[config.mk]
export PLATFORM = sky130hd
export DESIGN_NAME = cordic_sqrt_hs
export DESIGN_NICKNAME = d
export VERILOG_FILES = /design/src/rtl/cordic_sqrt_hs.sv
export SDC_FILE = /design/constraint.sdc
export NUM_CORES = 1
export LEC_CHECK = 0
export BUFFER_PORTS_ARGS = -buffer_cell sky130_fd_sc_hd__buf_2
export CORE_ASPECT_RATIO = 1.4
export CORE_MARGIN = 2
export CORE_UTILIZATION = 39
export CTS_BUF_LIST = sky130_fd_sc_hd__clkbuf_4
export DETAILED_ROUTE_END_ITERATION = 12
export HOLD_SLACK_MARGIN = 0.12
export PLACE_DENSITY = 0.57
export SETUP_SLACK_MARGIN = 0.3
export SLEW_MARGIN = 20
export SYNTH_ARGS = -nofsm -noshare
export SYNTH_HDL_FRONTEND = slang
export SYNTH_SLANG_ARGS = --single-unit
[constraint.sdc]
create_clock -name clock -period 4 [get_ports clock]
set_input_delay 0.6 -clock clock [delete_from_list [all_inputs] [get_ports clock]]
set_output_delay 0.6 -clock clock [all_outputs]
set_load 0.005 [all_outputs]
[src/rtl/cordic_sqrt_hs.sv]
// Iterative digit-by-digit (non-restoring) unsigned square root with valid/ready handshakes,
// UNROLL root bits per clock, fractional/integer radicand mode and a pass-through tag.
module cordic_sqrt_hs #(
    parameter int DSIZE  = 16,
    parameter int UNROLL = 1,
    parameter int TSIZE  = 4
) (
    input  logic             clock,
    input  logic             rst_n,
    input  logic             in_valid,
    output logic             in_ready,
    input  logic             in_frac,
    input  logic [DSIZE-1:0] d,
    input  logic [TSIZE-1:0] in_tag,
    output logic             out_valid,
    input  logic             out_ready,
    output logic [DSIZE-1:0] q,
    output logic [DSIZE:0]   rem,
    output logic [TSIZE-1:0] out_tag
);

    localparam int ITER = DSIZE / UNROLL;
    localparam int CW   = (ITER > 1) ? $clog2(ITER) : 1;
    localparam int RW   = DSIZE + 2;
    localparam int XW   = 2 * DSIZE;

    typedef enum logic [1:0] {IDLE, BUSY, DONE} state_t;

    state_t                 state, state_nx;
    logic                   accept, finish;
    logic [CW-1:0]          cnt;
    logic [XW-1:0]          rad, rad_nx;
    logic [DSIZE-1:0]       root, root_nx;
    logic signed [RW-1:0]   prem, prem_nx, shifted;
    logic [TSIZE-1:0]       tag_hold;

    // A negative final partial remainder is brought back to R - q*q by adding 2q+1.
    function automatic logic signed [RW-1:0] fix_rem(input logic signed [RW-1:0] r,
                                                     input logic [DSIZE-1:0] root_f);
        if (r[RW-1])
            return r + $signed({1'b0, root_f, 1'b1});
        return r;
    endfunction

    always_ff @(posedge clock or negedge rst_n) begin
        if (!rst_n) begin
            state <= IDLE;
            cnt   <= '0;
        end else begin
            state <= state_nx;
            if (accept)
                cnt <= CW'(ITER - 1);
            else if (state == BUSY && cnt != '0)
                cnt <= cnt - 1'b1;
        end
    end

    always_comb begin
        state_nx  = state;
        in_ready  = 1'b0;
        out_valid = 1'b0;
        accept    = 1'b0;
        finish    = 1'b0;
        case (state)
            IDLE: begin
                in_ready = 1'b1;
                if (in_valid) begin
                    accept   = 1'b1;
                    state_nx = BUSY;
                end
            end
            BUSY: begin
                if (cnt == '0) begin
                    finish   = 1'b1;
                    state_nx = DONE;
                end
            end
            DONE: begin
                out_valid = 1'b1;
                if (out_ready) begin
                    in_ready = 1'b1;
                    if (in_valid) begin
                        accept   = 1'b1;
                        state_nx = BUSY;
                    end else begin
                        state_nx = IDLE;
                    end
                end
            end
            default: state_nx = IDLE;
        endcase
    end

    // Iteration stage: UNROLL radicand digit pairs consumed MSB first per clock.
    always_comb begin
        rad_nx  = rad;
        root_nx = root;
        prem_nx = prem;
        shifted = '0;
        for (int k = 0; k < UNROLL; k++) begin
            shifted = $signed({prem_nx[RW-3:0], rad_nx[XW-1 -: 2]});
            if (prem_nx[RW-1])
                prem_nx = shifted + $signed({root_nx, 2'b11});
            else
                prem_nx = shifted - $signed({root_nx, 2'b01});
            root_nx = {root_nx[DSIZE-2:0], ~prem_nx[RW-1]};
            rad_nx  = rad_nx << 2;
        end
        if (cnt == '0)
            prem_nx = fix_rem(prem_nx, root_nx);
    end

    always_ff @(posedge clock) begin
        if (accept) begin
            rad      <= in_frac ? {d, {DSIZE{1'b0}}} : {{DSIZE{1'b0}}, d};
            root     <= '0;
            prem     <= '0;
            tag_hold <= in_tag;
        end else if (state == BUSY) begin
            rad  <= rad_nx;
            root <= root_nx;
            prem <= prem_nx;
        end
    end

    // Result stage: loaded only on the last BUSY cycle, held through DONE.
    always_ff @(posedge clock or negedge rst_n) begin
        if (!rst_n) begin
            q       <= '0;
            rem     <= '0;
            out_tag <= '0;
        end else if (finish) begin
            q       <= root_nx;
            rem     <= prem_nx[DSIZE:0];
            out_tag <= tag_hold;
        end
    end

endmodule

==> impl_metrics.csv <==
group,metric,value,unit
sta,period_share,93.1,%
yosys,synth_top_area_share,16.7,%
grt,grt_overflow,0,
routing,wl_met2,9740,um
placed_design,gp_congestion,0.908,
clocking,cts_buffers,9,
yosys,synthMostInstantiatedCell,"nand2_1",
sta,hold_viol,0,
yosys,ys_warn_count,0,
placed_design,io_buffers,63,
yosys,synthArstFlopShare,38.4,%
min_path,min_from,"in_tag[0]",
sta,setup_viol,0,
routing,avgViaCountPerCell,5.41,
yosys,ys.flop_type,"dfrtp_1",
worst_setup_path,cp-startpoint,"prem[17]",
clocking,cts_tree,"built",
job,maxCapViolations,0,
yosys,avgSynthCellArea,8.70,um2
routing,ant_nets,0,
status,run_status,"complete, no violations",
final_layout,fin_util,50.1,%
sta,finalCriticalPeriod,3730,ps
min_path,hold_path.class,"in2reg",
yosys,ys_types,72,
grt,antenna_found_initial,1,
clocking,cts_sinks,112,
yosys,synth_top_cells_by_area,"edfxtp_1, dfrtp_1, nand2_1, dfxtp_1, ha_1",
yosys,syn_nets,800,
placed_design,dpl_cell_area,7270,um2
clocking,clk_path_buf_depth,2,
floorplanning,initial_core_util,40.0,%
final_layout,fin_nets,924,
final_layout,drive_gt1_share,27.5,%
floorplanning,core_area,16200,um2
grt,grt_pass1_vias,5683,
routing,wire_per_inst,17.7,um
sta,maxSlewHeadroom,57.1,%
sta,finClkSkew,30.1,ps
grt,grt_pass1_wl,29600,um
clocking,clk_latency,530,ps
final_layout,fin_area,8110,um2
worst_setup_path,reg2reg_depth,18,
worst_setup_path,worstPathRequired,4430,ps
routing,wirelength,19000,um
worst_setup_path,endpoint_kind,"flip-flop",
routing,firstDrtPassIters,5,
sta,setup_ws,275,ps
clocking,cts_max_level,3,
worst_setup_path,cp_max_fo,5,
routing,wl_met1,7740,um
grt,grt_usage,21.7,%
routing,met3_wirelength,706,um
sta,rsz0062_at_grt,"yes",
floorplanning,die_width,113,um
sta,slew_violations,0,
grt,grt_start_max_net_pins,44,
yosys,yosysTopAreaCell,"edfxtp_1",
routing,top_layer,"met4",
yosys,ys_top_cells_by_count,"nand2_1, o21ai_0, dfrtp_1",
yosys,synthCells,743,
sta,tightest_slew,642,ps
yosys,synth_area,6460,um2
worst_setup_path,start_kind,"flip-flop",
yosys,ys_seq_area_share,43.6,%
floorplanning,num_rows,55,
min_path,holdPathStages,1,
sta,fmax,268,MHz
floorplanning,die_area,17600,um2
floorplanning,die_y,156,um
worst_setup_path,arrival,4150,ps
floorplanning,num_io_pins,64,
placed_design,dpl.hpwl,13800,um
clocking,clkTransAtPathRegs,210,ps
placed_design,post-place-ws,-8.06,ps
routing,drt_iter0_markers,231,
routing,drc_errors,0,
final_layout,syn_to_final_growth,25.4,%
worst_setup_path,crit_type,"reg2reg",
yosys,synth_edf_count,36,
routing,num_vias,5795,
clocking,cts_root_buf,"clkbuf_4",
final_layout,fin_cells,1072,
placed_design,dp.cells,1018,
worst_setup_path,r2r_start,"prem[17]",
yosys,ys_ff_latch,112,
stage by stage:
stage | setup TNS, ps | hold slack, ps
2_1_floorplan | 0 | 304
3_3_place_gp | 0 | 422
3_5_place_dp | -8.06 | 427
4_1_cts | 0 | 211
5_1_grt | 0 | 199
6_report | 0 | 244
worst paths after layout:
check                      slack (ps)           to
setup / recovery                  270      rem[11]
hold / removal                    240  tag_hold[0]
setup reg to reg                  270      rem[11]
hold reg to reg                   470   out_tag[3]
max in group asynchronous        3010         q[1]
min in group asynchronous         570      rem[13]
cell usage in the layout, fill, tap and decap left out, types with 4 or more instances in the layout:
cell      count
ha_4          8
nand2b_1      5
dfxtp_1      32
o21bai_1      4
nor2b_1       4
nand3_1      31
a211oi_1      4
a21oi_1      24
nor2_1       31
o21ai_1       8
o21ai_0      38
edfxtp_1     36
nand2_1     205
xor2_1        8
o21a_1        7
buf_2        62
ha_1         21
clkbuf_4      9
buf_4        84
dfrtp_1      43
a21oi_2       4
xnor2_2       6
nor3_2        4
mux2i_1       7
nor3_1        5
xnor2_1      26
a21o_1        9
o21ai_2       7
a31oi_1       5
nand3b_1     15
inv_1        18
worst max-delay path, stage by stage (launching register included):
cell and delay [ps]:
dfxtp_4 430, xnor2_2 160, ha_4 290, nor2b_2 140
o21ai_2 70, a21boi_2 280, o21a_1 150, nor2_1 50
xnor2_1 230, ha_1 330, nand3_1 120, a31oi_1 90
o21a_1 200, or2_4 250, o21a_1 190, o31a_4 130
or3_4 340, a21oi_2 140, a211oi_1 60
final cells by class:
type / instances / area [um2]
inverter: 18 / 67.6
antenna: 1 / 2.50
sequential: 112 / 2820
multi-input combinational: 577 / 3830
fill: 1524 / 8070
clock buffer: 9 / 67.6
clock inverter: 7 / 77.6
timing repair buffer: 149 / 991
tap: 199 / 249
registers in the layout, summed over array words and instances, names as in the netlist:
signal and count:
rem 17, q 16, prem 17, rad 32, out_tag 4, cnt 4
tag_hold 4, root 16, state 2
routing by layer:
layer | global-route usage [%] | up-vias
met1 | 25.4 | 2781
met4 | 11.8 | 0
met2 | 38.3 | 136
li1 | - | 2830
met3 | 2.83 | 48
met5 | 0 | -
cells by family (layout without fill, tap and decap cells):
logic type / count (synthesis) / in the layout / synth area share (%)
AO/OA/AOI/OAI: 154 / 154 / 15.8
buffers and inverters: 54 / 183 / 3.29
XOR/XNOR: 45 / 45 / 6.10
adder cells (fa/ha/maj): 32 / 32 / 6.20
other: 0 / 1 / 0
flip-flops: 112 / 112 / 43.6
multiplexers: 10 / 10 / 1.67
AND/OR/NAND/NOR: 336 / 336 / 23.3
repair_timing:
| action | in CTS | in global routing |
|---|---|---|
| buffers inserted | 14 | 22 |
| cloned | 0 | 0 |
| setup endpoints to repair | 13 | 16 |
| endpoints found under the hold margin | 0 | 43 |
| hold buffers | 0 | 1 |
| resized for setup | 25 | 48 |
| pin swaps | 22 | 36 |
Power is left out: the tool's default activity adds up to more than one toggle a clock period on the data nets, which glitch-free logic cannot reach.
